**src/rtl/mitchell_mult_ctrl.sv**
```systemverilog
// Sequential Mitchell logarithmic multiplier for 8x8 unsigned operands.
// One shared leading-one encoder is used for both operands; results leave through a valid/ready handshake.

module mitchell_encoder (
  input  logic [7:0] a,
  output logic [9:0] c
);
  logic [2:0] k;
  logic [7:0] norm;

  // c = {k, mantissa}: k is the leading-one index, and the mantissa is the bits below it, left-aligned
  always_comb begin
    k = 3'd0;
    for (int i = 0; i < 8; i++) begin
      if (a[i]) k = 3'(i);
    end
    norm = a << (3'd7 - k);
    c    = (a == 8'd0) ? 10'd0 : {k, norm[6:0]};
  end
endmodule

module mitchell_mult_ctrl #(
  parameter bit ZERO_BYPASS = 1'b1
) (
  input  logic        clk,
  input  logic        rst,
  input  logic        in_valid,
  output logic        in_ready,
  input  logic [7:0]  op_a,
  input  logic [7:0]  op_b,
  output logic        out_valid,
  input  logic        out_ready,
  output logic [15:0] product,
  output logic        busy
);
  typedef enum logic [2:0] {IDLE, ENC_A, ENC_B, SUM, ANTI, DONE} state_t;

  state_t      state;
  logic [7:0]  ra, rb, enc_in;
  logic [9:0]  la, lb, enc_c;
  logic [10:0] s;
  logic        z;
  logic [22:0] anti_shift;
  logic        op_zero;

  mitchell_encoder u_enc (
    .a (enc_in),
    .c (enc_c)
  );

  always_comb begin
    enc_in = 8'd0;
    if (state == ENC_A) enc_in = ra;
    else if (state == ENC_B) enc_in = rb;
  end

  // Antilog: restore the hidden one, shift by the integer log, and drop the 7 fraction bits
  assign anti_shift = {15'd0, 1'b1, s[6:0]} << s[10:7];
  assign op_zero    = (op_a == 8'd0) || (op_b == 8'd0);
  assign in_ready   = (state == IDLE) && !rst;
  assign busy       = (state != IDLE) && !rst;

  always_ff @(posedge clk) begin
    if (rst) begin
      state     <= IDLE;
      out_valid <= 1'b0;
      product   <= 16'd0;
      ra        <= 8'd0;
      rb        <= 8'd0;
      la        <= 10'd0;
      lb        <= 10'd0;
      s         <= 11'd0;
      z         <= 1'b0;
    end else begin
      case (state)
        IDLE: begin
          if (in_valid) begin
            ra <= op_a;
            rb <= op_b;
            z  <= op_zero;
            if (op_zero && ZERO_BYPASS) begin
              product <= 16'd0;
              state   <= DONE;
            end else begin
              state <= ENC_A;
            end
          end
        end
        ENC_A: begin
          la    <= enc_c;
          state <= ENC_B;
        end
        ENC_B: begin
          lb    <= enc_c;
          state <= SUM;
        end
        SUM: begin
          s     <= {1'b0, la} + {1'b0, lb};
          state <= ANTI;
        end
        ANTI: begin
          product   <= z ? 16'd0 : anti_shift[22:7];
          out_valid <= 1'b1;
          state     <= DONE;
        end
        DONE: begin
          // The bypass path arrives here with out_valid low and raises it one cycle later
          if (out_valid && out_ready) begin
            out_valid <= 1'b0;
            state     <= IDLE;
          end else begin
            out_valid <= 1'b1;
          end
        end
        default: state <= IDLE;
      endcase
    end
  end
endmodule

```
**config.mk**
```make
export PLATFORM = sky130hd
export DESIGN_NAME = mitchell_mult_ctrl
export DESIGN_NICKNAME = d
export VERILOG_FILES = /design/src/rtl/mitchell_mult_ctrl.sv
export SDC_FILE = /design/constraint.sdc
export NUM_CORES = 1
export LEC_CHECK = 0
export ABC_AREA = 0
export CAP_MARGIN = 10
export CORE_MARGIN = 5
export CORE_UTILIZATION = 40
export DETAILED_ROUTE_END_ITERATION = 10
export SLEW_MARGIN = 5
export SYNTH_ARGS = -nofsm -noshare
export SYNTH_HDL_FRONTEND = slang
export SYNTH_HIERARCHICAL = 1
export SYNTH_SLANG_ARGS = --single-unit
```
**constraint.sdc**
```tcl
create_clock -name clk -period 3.1 [get_ports clk]
set_clock_uncertainty 0.05 [all_clocks]
set_input_delay 0.31 -clock clk [delete_from_list [all_inputs] [get_ports clk]]
set_output_delay 0.31 -clock clk [all_outputs]
set_load 0.005 [all_outputs]
```
Word level (Yosys, flattened, before mapping)
Cells that the tools add are included.
{ "word_totals": {"ff_bits": 68, "output_inout_bits": 19, "in_bits": 20, "elab_cells": 56} }
{ "op_classes": {"eq_ne": 8, "n_addsub": 2, "mux": 20, "n_shift": 2, "reduce_logical": 15} }
{ "op_table": {"columns": ["op", "count"], "rows": [
  ["16-bit two-way mux", 3],
  ["16-bit one-hot mux with 2 select lines", 1],
  ["8-bit logical NOT", 3],
  ["8-bit by 4-bit left shift with 23-bit output", 1],
  ["3-bit two-way mux", 7],
  ["3-bit one-hot mux with 6 select lines", 1],
  ["8-bit two-way mux", 2],
  ["10-bit by 10-bit adder with 11-bit output", 1],
  ["10-bit two-way mux", 1],
  ["8-bit by 3-bit left shift with 7-bit output", 1],
  ["3-bit by 2-bit == test with 1-bit output (second input constant)", 2],
  ["3-bit == test (second input constant)", 2],
  ["2-bit inequality test (second input constant)", 3],
  ["2-bit two-way mux", 2],
  ["2-bit AND reduction", 2],
  ["2-bit nonzero test", 2],
  ["3-bit by 1-bit == test with 1-bit output (second input constant)", 1],
  ["1-bit logical AND", 3],
  ["3-bit logical NOT", 1],
  ["3-bit AND reduction", 1],
  ["3-bit nonzero test", 1],
  ["3-bit subtractor (first input constant)", 1],
  ["1-bit two-way mux", 2],
  ["1-bit one-hot mux with 2 select lines", 1],
  ["2 further kinds", 2]
]} }

Logic depth before layout (Yosys ltp)
{ "logic_depth": {"word_depth": 13, "mapped_depth": 12, "mapped_depth_nobuf": 9} }

Modules after synthesis
The synthesis kept the hierarchy.
{ "modules_own_cells": {"columns": ["module", "seq_area_each_um2", "area_each_um2", "n_inst", "cells_each"], "rows": [
  ["mitchell_mult_ctrl", 1361.3, 3350.7, 1, 413],
  ["mitchell_encoder", 0.0, 389.1, 1, 62]
]} }

Worst setup path after synthesis
Ideal clock, no wire load.
{ "synth_path": {"path_kind": "flip-flop to flip-flop", "startpoint": "reg state[0]", "endpoint": "reg la[6]", "slack_ns": 0.933, "path_buffers": 3, "t_required_ns": 2.980, "arrival_time_ns": 2.047, "path_stages_with_launch": 13, "setup_ns": 0.070, "synth_period_minus_slack_ns": 2.167, "path_cell_list": "dfxtp_1 > buf_2 > nor2_1 > and2_1 > clkbuf_1 > a22o_1 > buf_6 > nor2_1 > o31ai_1 > a211o_1 > a31oi_1 > nand2_1 > a21oi_1"} }
{ "synth_via": {"word_cells_on_any_way": 15, "cone_classes": "add/sub: 1; eq/ne: 2; shift: 1; mux: 10; reduce/logical: 1"} }
{ "synth_lines": {"columns": ["item", "line_no", "rtl"], "rows": [
  ["start: declaration", "38", "state_t state;"],
  ["start signal: assignment", "65", "state <= IDLE;"],
  ["start signal: assignment", "83", "state <= DONE;"],
  ["start signal: assignment", "85", "state <= ENC_A;"],
  ["3-bit by 2-bit == test with 1-bit output", "54", "else if (state == ENC_B) enc_in = rb;"],
  ["8-bit two-way mux", "54", null],
  ["8-bit two-way mux *", "53", "if (state == ENC_A) enc_in = ra;"],
  ["net enc_in[3]", "39", "logic [7:0] ra, rb, enc_in;"],
  ["2-bit two-way mux", "15", "if (a[i]) k = 3'(i);"],
  ["3-bit two-way mux (4 in a row)", "15", null],
  ["3-bit subtractor", "17", "norm = a << (3'd7 - k);"],
  ["8-bit by 3-bit left shift with 7-bit output", "17", null],
  ["10-bit two-way mux *", "18", "c = (a == 8'd0) ? 10'd0 : {k, norm[6:0]};"],
  ["net enc_c[6]", "40", "logic [9:0] la, lb, enc_c;"],
  ["end signal: assignment", "90", "la <= enc_c;"],
  ["end: declaration", "40", null]
]} }
Mark *: on every way through the listed nets, which the timed path passes. The rest lies on a longest branch.
A chain may end at the register's enable or synchronous reset.

Final worst setup path
{ "layout_path": {"startpoint": "reg state[0]", "endpoint": "reg lb[6]"} }
{ "layout_via": {"word_cells_on_any_way": 15, "cone_classes": "add/sub: 1; eq/ne: 2; shift: 1; mux: 10; reduce/logical: 1"} }
{ "layout_lines": {"columns": ["item", "line_no", "rtl"], "rows": [
  ["3-bit by 2-bit == test with 1-bit output", "54", null],
  ["8-bit two-way mux", "54", null],
  ["8-bit two-way mux *", "53", null],
  ["net enc_in[2]", "39", null],
  ["2-bit two-way mux (2 in a row)", "15", null],
  ["3-bit two-way mux (4 in a row)", "15", null],
  ["3-bit subtractor", "17", null],
  ["8-bit by 3-bit left shift with 7-bit output", "17", null],
  ["10-bit two-way mux *", "18", null],
  ["net enc_c[6]", "40", null],
  ["end signal: assignment", "94", "lb <= enc_c;"],
  ["end: declaration", "40", null]
]} }
Marks and branches as above.

==> run metrics <==
pwr/cell area ~460 mW/mm²; GP Congestion ~0.86; grt total ovfl 0; Min-Delay Path Depth 1; post-synthesis sequential area ratio 36.4%; count leader, synth nand2_1; crit share post-route 89.7%; largest vdd supply drop 0.253 mV; pin count of the biggest net entering global routing 45; max incr delay on CP 0.59 ns; startpoint types register; hold slack 0.406 ns; Inserted Diodes 0; slowest CP cell and2_1; via count 3353; Post-Syn Area about 0.0037 mm²; clock slew at reported path FFs 0.09 ns; setup bufs post-CTS 0; Worst Hold Class reg -> reg; Via density 5.51; worst skew pair latency 0.35 ns; Num Clock Sinks roughly 70; HP Start product[7]; syn_nets approximately 500; nature of the critical path endpoint register; ys flop type dfxtp_1; drt total wl 8940 µm; Yosys top cell by area dfxtp_1; Gate Count Post-Synth 475; Post-synth EDFFs 0; Top cell by count, worst path nor2_1; status complete, no violations; Post-CTS Resized 0; post-synthesis async set-or-reset flop share 0%; Rel. slew slack 49.5%; I/O pin count 39; Hold Violations, Final 0; Core Box Area between 0.009 and 0.01 mm²; wire per inst around 15 µm; htree depth 3; setup violators final 0; CTS root buffer clkbuf_8; vias in the first global route 3161; FF-to-FF End lb[6]; Die ar. ~0.011 mm²; hold_buf cts 0; Max Cap Viol 0; nets 523; area of the multi-input gates 0.00215 mm²; highest clock rate 360 MHz; first-pass GRT wire length 15300 µm; Critical Path RT ~3.3 ns; reg2reg start state[0]; share of layout cells above drive strength 1 7.24%; DRC viols 0; die width 107 µm; Final Max Slew Viols 0; # fillers between 900 and 1000; worst slew pin tran 0.756 ns; Initial DRT Pass Iterations 6; crit path cell chain nor2_1 > and2_1 > a22o_1 > nor2_1 > o31ai_1 > a211o_1 > a31oi_1 > nand2_1 > a21oi_1; cts bufs inserted 9; Reg area 0.00136 mm²; post-route minimum period 2.78 ns; Final ANT Viol Nets 0; Yosys top cell area share 36.4%; synth top area cells dfxtp_1 36%, nand2_1 11%, a21oi_1 7.6%, a22o_1 3.7%, ha_1 3.3%; Yosys cell types 64; clock tree from TritonCTS done; syn_area_per_cell 7.87 µm²; setup_tns 0 ns; Setup CP Type reg -> reg; hpwl dp 6660 µm; FF+latch count, synth 68; DRT iter0 DRCs 162; Lkg Pwr 1.48 nW; CTS Buffer Depth 2; Global Route Usage Sum between 10% and 20%; Die Ht 107 µm; site row count 35; Worst setup startpoint state[0]; Hold Path Sink product[7]; crit path DAT 2.97 ns; flop-to-flop setup slack 0.32 ns; initial cell density of the core about two fifths; CP Max Fanout 18; Area Growth Syn to Fin 14.4%; initial antenna violation count 0; YS warnings 6; RSZ-0062 raised after global routing no; worst r2r path cells 9; IO buf count 38; commonest cells in the netlist 109 x nand2_1, 68 x dfxtp_1, 57 x a21oi_1, 22 x nor2_1, 21 x o21ai_0
## placed cells by master (no fill, tap or decap), types with 5 or more instances in the layout
master	count
mux2i_1	9
o21ai_0	21
dfxtp_1	68
inv_1	11
ha_1	10
and2_1	6
nor3_1	9
a22o_1	16
nor4b_1	5
clkbuf_8	9
nand3_1	6
a32oi_1	5
nor2_1	22
nand2_1	109
a21oi_1	57
clkdlybuf4s50_1	37
nor2b_1	8
## state kept, by name (all words and copies together), names as in the netlist
register	count
s	11
out_valid	1
la	10
state	3
lb	10
product	16
z	1
ra	8
rb	8
## worst max-delay path, delay by kind of cell, from the launching register on
kind / cells / cell delay, ns
compound gates: 5 / 1.24
flops: 1 / 0.42
simple gates: 4 / 0.94
## how the worst max path moves through the flow
stage	end	slack (ns)	cells past startpoint
floorplan	la[6]	0.93	12
global placement	lb[6]	0.39	9
detailed placement	lb[6]	0.29	9
CTS	lb[6]	0.26	9
global route	lb[5]	0.02	9
finish	lb[6]	0.32	9
## per-stage QoR
stage	utilization [%]	instances	instance area, µm²	setup WS, ns	power [W]
floorplan	-	475	3740	0.933	0.00120
global route	46.5	608	4280	0.0177	0.00205
finish	46.5	608	4280	0.320	0.00195
CTS	46.5	608	4280	0.259	0.00197
global placement	44.6	592	4100	0.390	0.00129
detailed placement	44.6	592	4100	0.293	0.00129
## cell type report
| cell class | instances | share of cell area [%] |
|---|---|---|
| flip-flops and latches | 68 | 31.8 |
| well taps | 111 | 3.25 |
| clock buffers | 9 | 2.90 |
| repair buffers | 42 | 9.48 |
| clock inverters | 7 | 1.29 |
| inverters | 12 | 1.05 |
| multi-input cells | 359 | 50.2 |
## metal layers
layer / part of all wire, % / vias up / track usage, %
li1: - / 1732 / -
met1: 46 / 1558 / 20.3
met2: 50 / 51 / 27.8
met3: 3.0 / 12 / 3.43
met4: 1.3 / 0 / 5.02
met5: 0 / - / 0
## cells by family (layout without fill, tap and decap cells)
group	count (synthesis)	in the layout	synth area share [%]
compound gates	143	143	25.0
simple gates	193	193	25.0
mux	11	11	3.31
flops	68	68	36.4
fa+ha+maj	11	11	3.88
xor+xnor	1	1	0.234
buf+inv	48	70	6.19
## power breakdown
part	switching (W)	internal (W)
registers	0.0000375	0.000912
clock network	0.000382	0.000300
logic	0.000200	0.000118
Power figures use the tool's default switching activity.
==> patch (config.mk and constraints unchanged) <==
Change the parameter `ZERO_BYPASS` from 1'b1 to 1'b0.
--- a/src/rtl/mitchell_mult_ctrl.sv
+++ b/src/rtl/mitchell_mult_ctrl.sv
@@ -22,3 +22,3 @@
 module mitchell_mult_ctrl #(
-  parameter bit ZERO_BYPASS = 1'b1
+  parameter bit ZERO_BYPASS = 1'b0
 ) (
Function: changed (Yosys sat finds a counterexample within 4 cycles, from zero or initial values and one cycle with rst high).
==> patch against the unedited design <==
Final area shrank 0.79%. First-iteration DRC count shrank 35%. Wire length grew 0.57%. Core utilization grew 0.076 points. Sequential cell count is the same. Area after synthesis shrank 1.7%. Sequential share of layout area grew 0.25 points. Worst setup slack gained 0.011 ns. Largest cell class unchanged. Power grew 4.8%. Non-clock buffer count is the same. Clock power grew 18%.
==> patch: results (changes against the unedited design) <==
| Metric | Value |
|---|---|
| Vias after detailed routing | `3336 (-0.51%)` |
| Static leakage | `1.48 nW (about the same)` |
| Critical R2R Launch | `state[2]$_SDFFE_PP0P_` |
| Worst min-delay path class | `input port to flop` |
| H-tree Lvls | `3 (unchanged)` |
| Crit-path slowest cell | `and2_1` |
| Drt first-iter violations | `106 (-35%)` |
| Crit-path leading delay family | `simple AND/OR/NAND/NOR gates` |
| Drt total wl | `8.99 mm (+0.57%)` |
| Vias in the first global route | `3215 (+1.7%)` |
| Post-synthesis cell type count | `59 (-7.8%)` |
| CP max FO | `18 (unchanged)` |
| Commonest cells post-synth | `103 x nand2_1, 68 x dfxtp_1, 65 x a21oi_1` |
| Worst vdd ir | `0.000207 V (-18%)` |
| Drt pass-1 iters | `5 (-1)` |
| Fill count | `936 (-1.6%)` |
| Post-layout net count | `521 (-0.38%)` |
| Reg2reg end | `lb[5]$_SDFFE_PP0N_` |
| Routability cong. | `0.846 (-1.6%)` |
| IO buf count | `38 (unchanged)` |
| First-pass GRT wire length | `15.3 mm (+0.23%)` |
| Share of layout cells above drive strength 1 | `0.0668 (-0.00563)` |
| CP max stage delay | `approximately 0.58 ns` |
| Clock transition at path regs | `0.08 ns` |
| Synth area leaders | `dfxtp_1 37%, nand2_1 11%, a21oi_1 8.9%` |
| Final setup viols | `0 (unchanged)` |
| Total global-route track usage | `0.168 (+0.00573)` |
| Dpl hpwl | `6.66 mm (-0.11%)` |
| R2R depth | `9 (unchanged)` |
| Slew @ Worst Pin | `0.711 ns (-0.0442 ns)` |
| Status | `completed` |
| Synth Net Count | `502 (-0.79%)` |
| Diode count | `0 (unchanged)` |
| Critical path arrival | `2.94 ns (-0.03 ns)` |
| Largest net degree at the start of global routing | `42 (-6.7%)` |
| Seq/Total Area, Yosys | `0.370 (+0.00644)` |
| Int Pwr | `1.47 mW (+10%)` |
[patch: cell count changes after synthesis, moves of 5 or more]
cell / before / now
a22oi_1: 1 / 9
nor4b_1: 5 / 0
nand3_1: 6 / 1
nor2_1: 22 / 30
o21ai_0: 21 / 14
a22o_1: 16 / 10
nand2_1: 109 / 103
a21oi_1: 57 / 65
[patch: logic make-up (layout without fill, tap and decap cells)]
logic type,Yosys count,in the layout,share of synthesized area
buf+inv,46,69,0.0640
xor+xnor,6,6,0.0143
compound gates,140,140,0.234
fa+ha+maj,11,11,0.0395
simple gates,189,189,0.248
flops,68,68,0.370
mux,11,11,0.0306
[patch: final cells by class]
cell class / count / area share
clock inverters: 6 / 0.0212
inverters: 12 / 0.0106
clock buffers: 9 / 0.0292
flip-flops and latches: 68 / 0.321
multi-input cells: 357 / 0.490
well taps: 111 / 0.0327
repair buffers: 42 / 0.0955
[patch: metrics by stage]
stage                     utilization  area [µm²]  setup slack (ns)  total power [mW]  cells
after floorplan                     -        3670             0.957              1.18    471
after global placement          0.442        4030             0.411              1.26    590
after detailed placement        0.442        4030             0.342              1.26    590
after CTS                       0.466        4240             0.313              2.07    605
after global routing            0.466        4240            0.0402              2.14    605
final                           0.466        4240             0.331              2.04    605
[patch: how the worst min path moves through the flow]
| stage | from | to | slack [ns] | cells after the start |
|---|---|---|---|---|
| 5_1_grt | ra[2]$_SDFFE_PP0P_ | ra[2]$_SDFFE_PP0P_ | 0.43 | 2 |
| 4_1_cts | rst | product[14]$_SDFFE_PP0P_ | 0.39 | 2 |
| 2_1_floorplan | ra[0]$_SDFFE_PP0P_ | ra[0]$_SDFFE_PP0P_ | 0.39 | 2 |
| 3_3_place_gp | ra[7]$_SDFFE_PP0P_ | ra[7]$_SDFFE_PP0P_ | 0.39 | 2 |
| 6_report | rst | product[14]$_SDFFE_PP0P_ | 0.40 | 2 |
| 3_5_place_dp | ra[4]$_SDFFE_PP0P_ | ra[4]$_SDFFE_PP0P_ | 0.40 | 2 |
[patch: power by group through the flow]
stage / Combinational (mW) / Sequential, mW / Clock (mW)
floorplan: 0.236 / 0.946 / 0
global placement: 0.294 / 0.964 / 0
detailed placement: 0.297 / 0.965 / 0
CTS: 0.298 / 0.945 / 0.824
global route: 0.333 / 0.950 / 0.855
finish: 0.296 / 0.944 / 0.803
[patch: layer usage]
metal / part of all wire / track usage / up-vias
met3: 0.036 / 0.0276 / 12
met1: 0.45 / 0.209 / 1569
met4: 0.021 / 0.0685 / 0
met5: 0 / 0 / -
li1: - / - / 1690
met2: 0.49 / 0.287 / 65
